[config.mk]
export PLATFORM = sky130hd
export DESIGN_NAME = pc_ras
export DESIGN_NICKNAME = d
export VERILOG_FILES = /design/src/rtl/pc_pkg.sv /design/src/rtl/ras_stack.sv /design/src/rtl/pc_ras.sv
export SDC_FILE = /design/constraint.sdc
export NUM_CORES = 1
export LEC_CHECK = 0
export ABC_AREA = 1
export CORE_MARGIN = 8
export CORE_UTILIZATION = 45
export DETAILED_ROUTE_END_ITERATION = 10
export PLACE_DENSITY = 0.61
export SYNTH_ARGS = -nofsm -noshare
export SYNTH_HDL_FRONTEND = slang
export SYNTH_HIERARCHICAL = 1
export SYNTH_SLANG_ARGS = --single-unit
[constraint.sdc]
create_clock -name clk -period 9.1 [get_ports clk]
set_input_delay 0.91 -clock clk [delete_from_list [all_inputs] [get_ports clk]]
set_output_delay 0.91 -clock clk [all_outputs]
set_load 0.02 [all_outputs]
[src/rtl/pc_pkg.sv]
`default_nettype none
// ============================================================================
// Module      : pc_pkg
// Description : Shared constants and types for the MIMA fetch program counter
//               and its return-address stack.
//               PC_SEL_* is the one-hot priority select that drives the
//               next-cur mux in pc_ras.
// Revision    : 1.0 - initial release
// ============================================================================
package pc_pkg;

    localparam int XLEN_DEF       = 32;
    localparam int ILEN_BYTES_DEF = 4;

    typedef enum logic [3:0] {
        PC_SEL_HOLD = 4'b0001,
        PC_SEL_RET  = 4'b0010,
        PC_SEL_JMP  = 4'b0100,
        PC_SEL_SEQ  = 4'b1000
    } pc_sel_e;

endpackage
`default_nettype wire

[src/rtl/ras_stack.sv]
`default_nettype none
// ============================================================================
// Module      : ras_stack
// Description : Circular return-address stack.
//               A push onto a full stack overwrites the oldest entry and
//               pulses ovf. A pop from an empty stack pulses unf and leaves
//               the stack as it is. push and pop are never both requested
//               in the same cycle (the caller gives ret priority over jmp).
// Ports       : clk, rst        - clock and synchronous active-high reset
//               push, push_data - write a new top entry
//               pop             - discard the top entry
//               top             - top entry, 0 when empty
//               cnt             - number of valid entries
//               empty, full     - cnt == 0 / cnt == RAS_DEPTH
//               ovf, unf        - one-cycle pulses after the causing edge
// Revision    : 1.0 - initial release
// ============================================================================
module ras_stack #(
    parameter int XLEN      = 32,
    parameter int RAS_DEPTH = 4
) (
    input  logic                               clk,
    input  logic                               rst,
    input  logic                               push,
    input  logic                               pop,
    input  logic [XLEN-1:0]                    push_data,
    output logic [XLEN-1:0]                    top,
    output logic [$clog2(RAS_DEPTH+1)-1:0]     cnt,
    output logic                               empty,
    output logic                               full,
    output logic                               ovf,
    output logic                               unf
);

    localparam int CW = $clog2(RAS_DEPTH + 1);
    localparam int PW = $clog2(RAS_DEPTH);

    logic [XLEN-1:0] mem_q [RAS_DEPTH];
    logic [PW-1:0]   tp_q, tp_d;
    logic [CW-1:0]   cnt_q, cnt_d;
    logic            ovf_q, ovf_d;
    logic            unf_q, unf_d;
    logic            wr_en;
    logic [PW-1:0]   tp_inc;
    logic [PW-1:0]   tp_dec;

    // Pointer arithmetic wraps explicitly so non-power-of-two depths work.
    assign tp_inc = (tp_q == PW'(RAS_DEPTH - 1)) ? '0 : tp_q + PW'(1);
    assign tp_dec = (tp_q == '0) ? PW'(RAS_DEPTH - 1) : tp_q - PW'(1);

    assign empty = (cnt_q == '0);
    assign full  = (cnt_q == CW'(RAS_DEPTH));
    assign cnt   = cnt_q;
    assign top   = empty ? '0 : mem_q[tp_q];
    assign ovf   = ovf_q;
    assign unf   = unf_q;

    always_comb begin
        tp_d  = tp_q;
        cnt_d = cnt_q;
        ovf_d = 1'b0;
        unf_d = 1'b0;
        wr_en = 1'b0;
        if (push) begin
            // When full, advancing the pointer lands on the oldest entry,
            // which is what gets overwritten.
            tp_d  = tp_inc;
            wr_en = 1'b1;
            if (full) begin
                ovf_d = 1'b1;
            end else begin
                cnt_d = cnt_q + CW'(1);
            end
        end else if (pop) begin
            if (empty) begin
                unf_d = 1'b1;
            end else begin
                tp_d  = tp_dec;
                cnt_d = cnt_q - CW'(1);
            end
        end
    end

    always_ff @(posedge clk) begin
        if (rst) begin
            tp_q  <= '0;
            cnt_q <= '0;
            ovf_q <= 1'b0;
            unf_q <= 1'b0;
        end else begin
            tp_q  <= tp_d;
            cnt_q <= cnt_d;
            ovf_q <= ovf_d;
            unf_q <= unf_d;
        end
    end

    // Entry storage needs no reset: entries are only visible below cnt.
    always_ff @(posedge clk) begin
        if (!rst && wr_en) begin
            mem_q[tp_d] <= push_data;
        end
    end

endmodule
`default_nettype wire

[src/rtl/pc_ras.sv]
`default_nettype none
// ============================================================================
// Module      : pc_ras
// Description : Fetch program counter with integrated return-address stack.
//               Per-cycle priority: rst > stall > ret > jmp > sequential.
//               cur is registered; there is no combinational input->cur path.
//               Optional macro PC_MISALIGN_EN adds the mis port: redirect
//               targets have their low bits cleared and mis pulses when any
//               were set (ILEN_BYTES must be a power of two).
// Ports       : clk, rst, stall           - clock, sync reset, hold
//               jmp, rel, nxt, call, ret  - redirect / call / return controls
//               cur                       - current fetch address
//               ras_top, ras_cnt, ras_empty, ras_full - stack status
//               ras_ovf, ras_unf          - stack overflow/underflow pulses
//               mis                       - misaligned redirect pulse (opt.)
// Revision    : 1.0 - initial release
// ============================================================================
module pc_ras
    import pc_pkg::*;
#(
    parameter int               XLEN       = XLEN_DEF,
    parameter logic [XLEN-1:0]  RESET_VEC  = '0,
    parameter int               ILEN_BYTES = ILEN_BYTES_DEF,
    parameter int               RAS_DEPTH  = 4
) (
    input  logic                               clk,
    input  logic                               rst,
    input  logic                               stall,
    input  logic                               jmp,
    input  logic                               rel,
    input  logic [XLEN-1:0]                    nxt,
    input  logic                               call,
    input  logic                               ret,
    output logic [XLEN-1:0]                    cur,
    output logic [XLEN-1:0]                    ras_top,
    output logic [$clog2(RAS_DEPTH+1)-1:0]     ras_cnt,
    output logic                               ras_empty,
    output logic                               ras_full,
    output logic                               ras_ovf,
    output logic                               ras_unf
`ifdef PC_MISALIGN_EN
    ,
    output logic                               mis
`endif
);

    logic [XLEN-1:0] cur_q, cur_d;
    logic [XLEN-1:0] seq_addr;
    logic [XLEN-1:0] jmp_tgt;
    logic [XLEN-1:0] raw_next;
    logic            redirect;
    logic            push;
    logic            pop;
    pc_sel_e         sel;

    assign seq_addr = cur_q + XLEN'(ILEN_BYTES);
    assign jmp_tgt  = rel ? (cur_q + nxt) : nxt;

    always_comb begin
        sel = PC_SEL_SEQ;
        if (stall) begin
            sel = PC_SEL_HOLD;
        end else if (ret) begin
            sel = PC_SEL_RET;
        end else if (jmp) begin
            sel = PC_SEL_JMP;
        end
    end

    // A ret on an empty stack is a plain sequential step, not a redirect.
    always_comb begin
        raw_next = seq_addr;
        redirect = 1'b0;
        unique case (sel)
            PC_SEL_HOLD: raw_next = cur_q;
            PC_SEL_RET: begin
                raw_next = ras_empty ? seq_addr : ras_top;
                redirect = !ras_empty;
            end
            PC_SEL_JMP: begin
                raw_next = jmp_tgt;
                redirect = 1'b1;
            end
            default:     raw_next = seq_addr;
        endcase
    end

    assign push = (sel == PC_SEL_JMP) && call;
    assign pop  = (sel == PC_SEL_RET);

`ifdef PC_MISALIGN_EN
    localparam logic [XLEN-1:0] C_LOW_MASK = XLEN'(ILEN_BYTES - 1);

    logic mis_q, mis_d;

    always_comb begin
        cur_d = raw_next;
        mis_d = 1'b0;
        if (redirect) begin
            cur_d = raw_next & ~C_LOW_MASK;
            mis_d = |(raw_next & C_LOW_MASK);
        end
    end

    always_ff @(posedge clk) begin
        if (rst) begin
            mis_q <= 1'b0;
        end else begin
            mis_q <= mis_d;
        end
    end

    assign mis = mis_q;
`else
    always_comb begin
        cur_d = raw_next;
    end
`endif

    always_ff @(posedge clk) begin
        if (rst) begin
            cur_q <= RESET_VEC;
        end else begin
            cur_q <= cur_d;
        end
    end

    assign cur = cur_q;

    ras_stack #(
        .XLEN      (XLEN),
        .RAS_DEPTH (RAS_DEPTH)
    ) u_ras_stack (
        .clk       (clk),
        .rst       (rst),
        .push      (push),
        .pop       (pop),
        .push_data (seq_addr),
        .top       (ras_top),
        .cnt       (ras_cnt),
        .empty     (ras_empty),
        .full      (ras_full),
        .ovf       (ras_ovf),
        .unf       (ras_unf)
    );

endmodule
`default_nettype wire

## After elaboration in Yosys (flattened, before gate mapping)

Memories as Yosys holds them, arrays and structs flattened. A register that Yosys moved wholly into a read port is not among the register bits.
Cells that the tools add are included.
Widths: inputs -> output; s select.

| operators by class | value |
|---|---|
| add/subtract/negate cells | 6 |
| eq/ne operators | 7 |
| multiplexer cells | 22 |
| bitwise operators | 2 |
| reduce and logical (&&, ||, !) cells | 9 |

Operators with widths:

| operator | number |
|---|---|
| $mux 32 | 3 |
| $pmux 32 s3 | 1 |
| $add 32x3->32 const B | 1 |
| $add 32x32->32 | 1 |
| $mux 2 | 6 |
| $mux 3 | 4 |
| $mux 4 | 3 |
| $mux 1 | 5 |
| $eq 4x1->1 const B | 1 |
| $eq 4x2->1 const B | 1 |
| $eq 4x3->1 const B | 1 |
| $add 3x1->3 const B | 1 |
| $eq 3x3->1 const B | 1 |
| $logic_not 3->1 | 1 |
| $reduce_and 3->1 | 1 |
| $reduce_or 3->1 | 1 |
| $sub 3x1->3 const B | 1 |
| $add 2x1->2 const B | 1 |
| $eq 2x2->1 const B | 1 |
| $logic_and 1x1->1 | 2 |
| $logic_not 2->1 | 1 |
| $ne 2x1->1 const B | 1 |
| $ne 2x2->1 const B | 1 |
| $not 1->1 | 2 |
| other kinds (4) | 4 |

| storage, ports and cells | value |
|---|---|
| flip-flop bits (word level) | 39 |
| memory bits (writable) | 128 |
| bits of input ports | 39 |
| output and inout port bits | 71 |
| word-level logic and storage cells | 52 |
| memories kept | 1 |

Memories:

| memory | depth | bits a word | rd ports | clocked after memory_dff | write ports | line | RTL |
|---|---|---|---|---|---|---|---|
| u_ras_stack.mem_q | 4 | 32 | 1 | 1 | 1 | ras_stack.sv:38 | `logic [XLEN-1:0] mem_q [RAS_DEPTH];` |

## Depth between registers and ports, before layout

Gate-level depths: netlist of run 1.

| depth | value |
|---|---|
| depth in word-level cells | 9 |
| depth in mapped cells | 15 |
| depth with buffers taken out | 15 |

## Modules after synthesis

Netlist of run 1, hierarchy kept.

By module, submodules not included:

| module | times used | cells each | area each (µm²) | seq. area each (µm²) |
|---|---|---|---|---|
| ras_stack | 1 | 442 | 5517.8 | 3983.8 |
| pc_ras | 1 | 1051 | 5466.5 | 640.6 |

## Worst setup path before layout of run 1

No wires, ideal clock.

| path | value |
|---|---|
| path kind | input to register |
| start point | in stall |
| end point | mem u_ras_stack.mem_q[0][0] (enable) |
| setup time | 421 ps |
| arrival time | 3686 ps |
| required time | 8679 ps |
| setup slack | 4993 ps |
| cell stages on the path | 9 |
| buffers on the path | 1 |
| cells stage by stage | nor3_4 > inv_1 > clkbuf_1 > nor2_1 > inv_2 > a21oi_2 > a21boi_1 > nor2_1 > nor2_1 |

| on the way | value |
|---|---|
| word-level cells in the longest chain between the ends | 7 |
| elaborated cells on any way between the ends | 10 |
| classes of those cells | 2 x eq/ne; 6 x mux; 2 x reduce/logical |

Ends and longest elaborated chain:

| item | line | RTL |
|---|---|---|
| from (decl) | pc_ras.sv:28 | `input logic stall,` |
| $mux 4 (*) | pc_ras.sv:61 | `if (stall) begin` |
| $eq 4x3->1 (*) | - |  |
| $logic_and 1x1->1 (*) | pc_ras.sv:88 | `assign push = (sel == PC_SEL_JMP) && call;` |
| net push | pc_ras.sv:52 | `logic push;` |
| $mux 1 | ras_stack.sv:64 | `if (push) begin` |
| $logic_and 1x1->1 | ras_stack.sv:100 | `if (!rst && wr_en) begin` |
| $mux 1 | ras_stack.sv:100 |  |
| $mux 1 (implied by the code) | ras_stack.sv:101 | `mem_q[tp_d] <= push_data;` |
| to (decl) | ras_stack.sv:38 |  |

Mark *: on every way through the listed nets, which the timed path passes. The rest lies on a longest branch.

==> Implementation_results.wiki, run 1 <==
{| class="wikitable"
! Metric !! Value
|-
| Synthesis-to-layout area growth || 16.8%
|-
| Clock slew seen by the registers of the worst setup and hold paths || around 70 ps
|-
| Status || complete, no violations
|-
| Total length of routed wires || between 30 and 40 mm
|-
| Global-route track usage on met3 || approximately 2.3%
|-
| Final slew viol count || 0
|-
| Worst vdd rail ir drop || 0.113 mV
|-
| Layout cells sized above 1 || 6.71%
|-
| Residual DRC count || 0
|-
| Max Cap Viol || 0
|-
| Number of global-route vias before repair || 9337
|-
| Global router's overall resource usage || 22.2%
|-
| Number of optimization iterations in the first detailed-route pass || 5
|-
| Die Outline Area || 0.0297 mm2
|-
| Final clock skew || 12.9 ps
|-
| Slowest cell delay on critical path || 860 ps
|-
| Post-DR wirelength/cell || 17.0 um
|-
| Number of antenna violations at the first check in global routing || 0
|-
| Flop and latch count out of synthesis || 167
|-
| Power share of the clock group || ~36%
|-
| Crit end category || output port
|-
| Total area of multi-input combinational cells || ~0.0052 mm2
|-
| Number of endpoints failing setup at the final stage || 0
|-
| Slew of the pin with the lowest slew margin || 1170 ps
|-
| Type of origin of the critical path || flip-flop
|-
| Clk buf depth || 2
|-
| Core area || 0.0242 mm2
|-
| I/O pin count || 110
|-
| Initial core utilization || 45.4%
|-
| Total CTS buffers || 17
|-
| Final antenna diode count || 0
|-
| Share of the synthesized area in the top cell type || 35.0%
|-
| Pin count of the biggest net entering global routing || between 60 and 70
|-
| DR vias || 9908
|-
| Part of the power in registers || 40.5%
|-
| Floorplan row count || 57
|-
| Type of the setup path with the least slack || reg -> out
|-
| Share of total power in combinational logic || 23.7%
|-
| P_leak || around 5.7 nW
|-
| CTS sink count || 167
|-
| Mean instance size in the synthesized netlist || 7.36 um2
|-
| Number of buffers inserted by port buffering || 109
|-
| Gate Count Post-Synth || 1493
|-
| First-pass GRT wire length || 50.5 mm
|-
| Final count of hold timing violations || 0
|-
| Worst slew slack as a fraction of its limit || 21.7%
|-
| Setup fix buffers added after clock tree synthesis || 0
|-
| Cell area after synthesis || ~0.011 mm2
|-
| Upper clock frequency limit || 220 MHz
|-
| Storage element area || 0.00463 mm2
|-
| Residual overflow from global routing || 0
|-
| H-Tree Depth || 4
|-
| Standard cell area after detailed placement || between 0.01 and 0.015 mm2
|-
| Via density per instance || 5.16
|-
| Aggregate negative setup slack || 0 ps
|-
| Critical path peak fanout || 67
|-
| CP required || 8190 ps
|-
| DRC violation total after the first TritonRoute iteration || slightly below 700
|-
| Crit-path slowest cell || sky130_fd_sc_hd__inv_2
|-
| Type of the tightest min-delay check || reg -> reg
|-
| Width of the chip || 172 um
|-
| Chip height || between 150 and 200 um
|-
| RSZ-0062 raised after global routing || false
|-
| Switching pwr || 0.000689 W
|-
| P per Cell Area || 168 mW/mm2
|-
| Total buffers and inverters traversed by the critical path || 3
|-
| Final weighted congestion in routability-driven placement || 0.945
|-
| Post-Route Hold Slack || 527 ps
|-
| Internal power component || about 0.0015 W
|-
| Final-layout fill cell count || 2375
|-
| Layout Utilization || 53.0%
|-
| Kind of cell adding the most delay to the critical path || buffers and inverters
|-
| Clock network latency to the later pin of the worst-skew pair || 420 ps
|-
| Synthesis warning total || 6
|-
| Portion of the post-synthesis area used by sequential elements || 42.1%
|-
| Largest area contributor in the synthesized netlist || sky130_fd_sc_hd__edfxtp_1
|-
| Net total in the final layout || 1657
|-
| Share of the clock period used by the worst path after layout || 50.0%
|-
| Busiest layer in global routing || met2
|-
| Cell breakdown of the critical path || buf_4 > inv_2 > o21ai_0 > a21oi_1 > clkdlybuf4s50_1
|-
| Post-CTS sizing || 0
|-
| Switch share || 32.0%
|-
| Grt met2 use || 36.7%
|-
| Met1 capacity usage during global routing || a little under a third
|-
| Number of hold buffers added after CTS || 0
|-
| TritonCTS clock tree || yes
|-
| Library cell used as clock root buffer || sky130_fd_sc_hd__clkbuf_16
|-
| Fin area || 0.0128 mm2
|-
| Antenna-violating nets left || 0
|-
| Cell types with the largest area share after synthesis || sky130_fd_sc_hd__edfxtp_1 (35%), sky130_fd_sc_hd__nand2_1 (12%), sky130_fd_sc_hd__nor2_1 (9.3%), sky130_fd_sc_hd__dfxtp_1 (7.1%), sky130_fd_sc_hd__inv_1 (6.5%)
|-
| Final HPWL DP || 24.1 mm
|-
| Minimum period implied by the final worst setup slack || 4550 ps
|-
| Worst EP arrival || 3640 ps
|-
| Net Count, Synth || 1568
|-
| Post-synth cell types || 50
|}
-- stage by stage --
| stage | power (W) | setup WS [ps] | instances |
|---|---|---|---|
| floorplan | 0.00122 | 4990 | 1493 |
| global placement | 0.00139 | 4550 | 1887 |
| detailed placement | 0.00140 | 4430 | 1887 |
| CTS | 0.00216 | 4520 | 1919 |
| global route | 0.00225 | 4330 | 1919 |
| finish | 0.00215 | 4550 | 1919 |
-- flip-flops by register name (all words and copies together), names as in the netlist --
register           count
u_ras_stack/mem_q    128
u_ras_stack/tp_q       2
u_ras_stack/unf        1
u_ras_stack/cnt        3
cur                   32
u_ras_stack/ovf        1
-- worst min-delay path, cell delays in order, from the launching register on --
cell	delay, ps
sky130_fd_sc_hd__dfxtp_1	350
sky130_fd_sc_hd__nand2_1	80
sky130_fd_sc_hd__a21oi_1	60
-- cells by family (layout without fill, tap and decap cells) --
logic type | count (synthesis) | count (layout) | share of synthesized area, %
buf+inv | 252 | 354 | 10.3
simple gates | 751 | 751 | 28.4
fa+ha+maj | 36 | 36 | 4.24
compound gates | 261 | 261 | 12.7
xor+xnor | 26 | 26 | 2.21
flops | 167 | 167 | 42.1
-- cells in the mapped netlist (all sizes together) --
cell    count
nand2     359
nor2      284
inv       202
o21ai     133
edfxtp    128
a21oi     109
nand3      79
dfxtp      39
ha         34
buf        26
clkbuf     24
xor2       24
nor3       11
and2        8
a221oi      5
nand4       4
a21o        3
a31oi       3
o211ai      3
or2         3
and3        2
fa          2
o21bai      2
xnor2       2
a21boi      1
a22oi       1
nand3b      1
o31ai       1
-- layer usage --
metal / wire length, um / share of wire (%)
met5: 0 / 0
met4: 634 / 1.9
met3: 1790 / 5.5
met2: 15100 / 46
met1: 15100 / 46
-- worst paths after layout --
| kind | slack [ps] | startpoint | cells after the start | to |
|---|---|---|---|---|
| worst max-delay path | 4550 | u_ras_stack/tp_q[0] | 5 | ras_top[5] |
| worst min-delay path | 530 | u_ras_stack/cnt[2] | 2 | u_ras_stack/cnt[2] |
| worst max register to register | 5380 | u_ras_stack/tp_q[0] | 6 | u_ras_stack/mem_q[3][13] |
| worst min register to register | 530 | u_ras_stack/cnt[2] | 2 | u_ras_stack/cnt[2] |
-- power by group through the flow --
stage               Sequential (W)  Combinational (W)  Clock [W]
floorplan                 0.000888           0.000329          0
global placement          0.000890           0.000504          0
detailed placement        0.000890           0.000508          0
CTS                       0.000873           0.000510   0.000778
global route              0.000876           0.000565   0.000809
finish                    0.000874           0.000510   0.000771
-- layout make-up --
cell class	count	area share, %
clock inverters	15	1.60
well taps	324	3.16
multi-input cells	1074	40.8
repair buffers	120	9.11
flip-flops and latches	167	36.1
inverters	202	5.91
clock buffers	17	3.32
-- placed cells by master, fill, tap and decap left out, drive strengths merged, types with 2 or more instances in the layout --
cell / count
a221oi: 5
xor2: 24
or2: 3
a21oi: 109
fa: 2
nor3: 11
clkbuf: 17
o21bai: 2
clkinvlp: 2
clkinv: 2
buf: 12
nand2: 359
bufinv: 3
o211ai: 3
nand4: 4
and2: 8
dfxtp: 39
a31oi: 3
edfxtp: 128
ha: 34
inv: 210
clkdlybuf4s50: 108
and3: 2
o21ai: 133
nand3: 79
xnor2: 2
a21o: 3
nor2: 284
(Power assumes the default switching activity.)
==> run 2, diff against run 1 <==
==> constraint.sdc (replaced) <==
create_clock -name clk -period 4.33 [get_ports clk]
set_input_delay 0.433 -clock clk [delete_from_list [all_inputs] [get_ports clk]]
set_output_delay 0.433 -clock clk [all_outputs]
set_load 0.02 [all_outputs]
==> Implementation_results.wiki, run 2 (synthesis results as in run 1) <==
{| class="wikitable"
! Metric !! Value
|-
| Post-DR wirelength/cell || 17.1 um
|-
| Total length of routed wires || 33.0 mm
|-
| Clock slew seen by the registers of the worst setup and hold paths || approximately 60 ps
|-
| Most common cell after layout, fill and taps aside || sky130_fd_sc_hd__nand2_1
|-
| Number of buffers inserted by port buffering || 109
|-
| Number of endpoints failing setup at the final stage || 0
|-
| Worst slew slack as a fraction of its limit || 38.7%
|-
| Number of antenna violations at the first check in global routing || 1
|-
| Slew of the pin with the lowest slew margin || 918 ps
|-
| Status || complete, no violations
|-
| Share of total power in combinational logic || 25.2%
|-
| Share of the clock period used by the worst path after layout || 76.1%
|-
| Cell breakdown of the critical path || buf_4 > nor2_1 > nor2_1 > o21ai_0 > a21oi_1 > clkdlybuf4s50_1
|-
| Width of the chip || 172 um
|-
| Worst vdd rail ir drop || approximately 0.25 mV
|-
| Crit-path slowest cell || sky130_fd_sc_hd__clkdlybuf4s50_1
|-
| Pin count of the biggest net entering global routing || 66
|-
| Slowest cell delay on critical path || roughly 710 ps
|-
| Final count of hold timing violations || 0
|-
| CP required || between 3000 and 4000 ps
|-
| Final antenna diode count || 0
|-
| Residual overflow from global routing || 0
|-
| Via density per instance || 5.13
|-
| Type of origin of the critical path || flip-flop
|-
| Number of placed instances, taps included || ~1900
|-
| Number of hold buffers added after CTS || 0
|-
| Initial core utilization || approximately 45%
|-
| Critical path peak fanout || 65
|-
| Antenna-violating nets left || 0
|-
| Leading cell types in the layout, fill and taps excluded || sky130_fd_sc_hd__nand2_1 (348), sky130_fd_sc_hd__nor2_1 (267), sky130_fd_sc_hd__inv_1 (189), sky130_fd_sc_hd__edfxtp_1 (128), sky130_fd_sc_hd__clkdlybuf4s50_1 (108)
|-
| Clk buf depth || 2
|-
| RSZ-0062 raised after global routing || false
|-
| Minimum period implied by the final worst setup slack || 3300 ps
|-
| Number of global-route vias before repair || 9500
|-
| Floorplan row count || 57
|-
| P per Cell Area || 340 mW/mm2
|-
| Global router's overall resource usage || 22.7%
|-
| Aggregate negative setup slack || 0 ps
|-
| Setup fix buffers added after clock tree synthesis || 0
|-
| Worst EP arrival || 2860 ps
|-
| Residual DRC count || 0
|-
| Layout cells sized above 1 || 6.88%
|-
| Max Cap Viol || 0
|-
| Crit end category || output port
|-
| Register name with the most flops || u_ras_stack/mem_q
|-
| DR vias || ~9900
|-
| Die Outline Area || slightly below 0.03 mm2
|-
| First-pass GRT wire length || 51.7 mm
|-
| Number of flip-flops in the largest register || 128
|-
| Clock network latency to the later pin of the worst-skew pair || approximately 420 ps
|-
| Number of non-filler instances in the completed layout || 1924
|-
| TritonCTS clock tree || yes
|-
| Synthesis-to-layout area growth || 16.6%
|-
| Post-CTS sizing || 0
|-
| Final HPWL DP || 24.6 mm
|-
| Final slew viol count || 0
|-
| Final weighted congestion in routability-driven placement || 0.939
|-
| Type of the setup path with the least slack || reg -> out
|-
| Library cell used as clock root buffer || sky130_fd_sc_hd__clkbuf_16
|-
| Net total in the final layout || 1662
|-
| Switching pwr || between 0.001 and 0.0015 W
|-
| Number of optimization iterations in the first detailed-route pass || 6
|-
| Power share of the clock group || between 30% and 40%
|-
| I/O pin count || 110
|-
| Final clock skew || 6.98 ps
|-
| Internal power component || about 0.0029 W
|-
| Type of the tightest min-delay check || reg -> reg
|-
| Total CTS buffers || 17
|-
| Switch share || 32.2%
|-
| Upper clock frequency limit || 303 MHz
|-
| Total power || 0.00435 W
|-
| Core area || between 0.02 and 0.025 mm2
|-
| CTS sink count || 167
|-
| Part of the power in registers || 42.0%
|-
| Most frequent CP cell || sky130_fd_sc_hd__nor2_1
|-
| H-Tree Depth || 4
|-
| DRC violation total after the first TritonRoute iteration || 850
|-
| Chip height || 172 um
|-
| P_leak || 5.65 nW
|}
run 2: stage by stage:
| step | utilization (%) | instance area [um2] | setup WS, ps | hold slack [ps] |
|---|---|---|---|---|
| 4_1_cts | 53.0 | 12800 | 1030 | 552 |
| 3_5_place_dp | 50.7 | 12300 | 1040 | 542 |
| 6_report | 53.0 | 12800 | 1030 | 547 |
| 3_3_place_gp | 50.7 | 12300 | 1050 | 537 |
| 5_1_grt | 53.0 | 12800 | 867 | 602 |
| 2_1_floorplan | - | 11000 | 700 | 502 |
run 2: final timing paths:
kind	startpoint	to	cells past startpoint	slack [ps]
worst max register to register	u_ras_stack/tp_q[0]	u_ras_stack/mem_q[3][17]	7	1650
worst min register to register	u_ras_stack/cnt[2]	u_ras_stack/cnt[2]	2	550
worst min-delay path	u_ras_stack/cnt[2]	u_ras_stack/cnt[2]	2	550
worst max-delay path	u_ras_stack/tp_q[0]	ras_top[5]	6	1030
run 2: per-layer routing:
| layer | share of wire (%) | GRT usage (%) | vias up |
|---|---|---|---|
| li1 | - | - | 5011 |
| met1 | 46 | 30.9 | 4533 |
| met2 | 46 | 37.2 | 295 |
| met3 | 5.8 | 3.31 | 38 |
| met4 | 1.9 | 6.22 | 2 |
| met5 | 0.039 | 0 | - |
run 2: power groups by stage:
stage / clock network, W / registers, W / logic [W]
6_report: 0.00143 / 0.00183 / 0.00109
5_1_grt: 0.00150 / 0.00183 / 0.00121
4_1_cts: 0.00145 / 0.00182 / 0.00110
3_5_place_dp: 0 / 0.00186 / 0.00109
3_3_place_gp: 0 / 0.00186 / 0.00109
2_1_floorplan: 0 / 0.00187 / 0.000691
run 2: layout make-up:
| type | instances | area, um2 |
|---|---|---|
| clock inverter | 14 | 125 |
| timing repair buffer | 125 | 1230 |
| inverter | 202 | 758 |
| sequential | 167 | 4630 |
| clock buffer | 18 | 429 |
| fill | 2374 | 11400 |
| tap | 324 | 405 |
| multi-input combinational | 1074 | 5240 |
run 2: critical path, delay by kind of cell, from the launching register on:
family	cells	cell delay, ps
AND/OR/NAND/NOR	2	210
buffers and inverters	2	1290
flip-flops	1	330
AO/OA/AOI/OAI	2	560
==> run 3, diff against run 2 <==
--- a/config.mk
+++ b/config.mk
@@ -9,7 +9,7 @@
 export CORE_MARGIN = 8
 export CORE_UTILIZATION = 45
 export DETAILED_ROUTE_END_ITERATION = 10
-export PLACE_DENSITY = 0.61
+export PLACE_DENSITY = 0.64
 export SYNTH_ARGS = -nofsm -noshare
 export SYNTH_HDL_FRONTEND = slang
 export SYNTH_HIERARCHICAL = 1
==> constraint.sdc (replaced) <==
create_clock -name clk -period 2.92 [get_ports clk]
set_input_delay 0.292 -clock clk [delete_from_list [all_inputs] [get_ports clk]]
set_output_delay 0.292 -clock clk [all_outputs]
set_load 0.02 [all_outputs]
==> Implementation_results.wiki, run 3 (synthesis results as in run 1) <==
{| class="wikitable"
! Metric !! Value
|-
| Worst slew slack as a fraction of its limit || 68.5%
|-
| Pin count of the biggest net entering global routing || 68
|-
| Most common cell after layout, fill and taps aside || sky130_fd_sc_hd__nand2_1
|-
| Upper clock frequency limit || 362 MHz
|-
| Chip height || 172 um
|-
| DR vias || 10000
|-
| Worst R2R Setup Slack || 440 ps
|-
| First-pass GRT wire length || 51.0 mm
|-
| Status || complete, no violations
|-
| Final clock skew || 11.1 ps
|-
| Reg-to-reg critical path startpoint || cur[0]
|-
| Critical path peak fanout || 26
|-
| Floorplan row count || 57
|-
| Standard cell area after detailed placement || around 0.013 mm2
|-
| Hold-critical path depth || 4
|-
| Number of optimization iterations in the first detailed-route pass || 5
|-
| Net total in the final layout || 1689
|-
| Clock network latency to the later pin of the worst-skew pair || 430 ps
|-
| Number of global-route vias before repair || 9500
|-
| Initial core utilization || 45.4%
|-
| Worst Hold Endpoint || cur[16]
|-
| Core area || roughly 0.024 mm2
|-
| Final slew viol count || 0
|-
| Register name with the most flops || u_ras_stack/mem_q
|-
| Share of the clock period used by the worst path after layout || 94.6%
|-
| Post-DR wirelength/cell || 16.8 um
|-
| Type of origin of the critical path || flip-flop
|-
| Library cell used as clock root buffer || sky130_fd_sc_hd__clkbuf_16
|-
| Max Cap Viol || 0
|-
| Leading cell types in the layout, fill and taps excluded || sky130_fd_sc_hd__nand2_1 (348), sky130_fd_sc_hd__nor2_1 (267), sky130_fd_sc_hd__inv_1 (189), sky130_fd_sc_hd__edfxtp_1 (128), sky130_fd_sc_hd__clkdlybuf4s50_1 (108)
|-
| Final count of hold timing violations || 0
|-
| P per Cell Area || 502 mW/mm2
|-
| Number of buffers inserted by port buffering || 109
|-
| Worst Min Path Start || rel
|-
| Final HPWL DP || 25.3 mm
|-
| RSZ-0062 raised after global routing || false
|-
| Aggregate negative setup slack || 0 ps
|-
| Final weighted congestion in routability-driven placement || 0.961
|-
| Worst vdd rail ir drop || just over 0.4 mV
|-
| Number of endpoints failing setup at the final stage || 0
|-
| Slew of the pin with the lowest slew margin || 472 ps
|-
| CTS sink count || 167
|-
| Width of the chip || around 170 um
|-
| Final antenna diode count || 0
|-
| Synthesis-to-layout area growth || 19.2%
|-
| Type of the tightest min-delay check || in -> reg
|-
| Via density per instance || 5.14
|-
| TritonCTS clock tree || yes
|-
| DRC violation total after the first TritonRoute iteration || 792
|-
| Residual DRC count || 0
|-
| Antenna-violating nets left || 0
|-
| Number of cells on the worst reg-to-reg path || 11
|-
| Total length of routed wires || 32.8 mm
|-
| Global router's overall resource usage || between 20% and 30%
|-
| Total CTS buffers || 17
|-
| CP required || 2630 ps
|-
| Clock slew seen by the registers of the worst setup and hold paths || 60 ps
|-
| Number of antenna violations at the first check in global routing || 0
|-
| Worst EP arrival || 2470 ps
|-
| P_leak || 5.81 nW
|-
| H-Tree Depth || 4
|-
| Minimum period implied by the final worst setup slack || around 2800 ps
|-
| Residual overflow from global routing || 0
|-
| Layout cells sized above 1 || 8.42%
|-
| Final-layout fill cell count || between 2000 and 2500
|-
| Die Outline Area || 0.0297 mm2
|-
| Terminus of the critical flop-to-flop path || cur[12]
|-
| Type of the setup path with the least slack || reg -> out
|-
| Number of flip-flops in the largest register || between 100 and 150
|-
| I/O pin count || between 100 and 150
|-
| Clk buf depth || 2
|-
| Crit end category || output port
|-
| Fin area || 0.0131 mm2
|}
==> run 3: final cells by class <==
type                            count  area, um2  share of cell area (%)
Multi-Input combinational cell   1074       5240                    40.0
Sequential cell                   167       4630                    35.3
Timing Repair Buffer              152       1480                    11.3
Inverter                          202        761                    5.81
Clock buffer                       18        429                    3.28
Tap cell                          324        405                    3.10
Clock inverter                     14        148                    1.13
==> run 3: routing by layer <==
layer,track usage [%],wire length [um],up-vias
met1,29.8,14800,4567
li1,-,-,5075
met5,0,0,-
met2,36.4,15100,332
met4,7.83,849,0
met3,3.72,2070,53
==> run 3: critical path, stage by stage, from the launching register on <==
cell and delay, ps:
sky130_fd_sc_hd__dfxtp_1 450, sky130_fd_sc_hd__nor2_2 100, sky130_fd_sc_hd__nand2_2 100, sky130_fd_sc_hd__clkinv_1 80
sky130_fd_sc_hd__buf_4 240, sky130_fd_sc_hd__a21oi_1 370, sky130_fd_sc_hd__clkdlybuf4s50_1 690
==> run 3: how the worst max path moves through the flow <==
stage	from	endpoint	slack (ps)	cells past startpoint
after floorplan	stall	u_ras_stack/mem_q[0][0]	-60	9
after global placement	nxt[0]	cur[28]	220	15
after detailed placement	nxt[0]	cur[28]	220	15
after CTS	u_ras_stack/tp_q[1]	ras_top[21]	20	6
after global routing	u_ras_stack/cnt[0]	ras_top[1]	10	6
final	u_ras_stack/cnt[0]	ras_top[1]	160	6
==> run 3: stage by stage <==
step                      worst slack, ps  hold slack (ps)  utilization [%]  total power (W)  std cells
after floorplan                     -62.2              361                -          0.00379       1493
after global placement                222              520             51.8          0.00442       1919
after detailed placement              221              516             51.8          0.00443       1919
after CTS                            21.0              430             54.2          0.00660       1951
after global routing                 14.9              486             54.2          0.00686       1951
final                                 159              455             54.2          0.00658       1951
==> run 3: where the power goes <==
group | switching (W) | total, W | internal (W)
Combinational | 0.00107 | 0.00169 | 0.000620
Clock | 0.000920 | 0.00218 | 0.00126
Sequential | 0.0000812 | 0.00270 | 0.00262
Total | 0.00207 | 0.00658 | 0.00450
==> run 3: repair_timing <==
action | in CTS | in global routing
hold buffers | 0 | 0
gates resized for setup | 1 | 1
setup endpoints to repair | 7 | 9
buffers inserted | 0 | 0
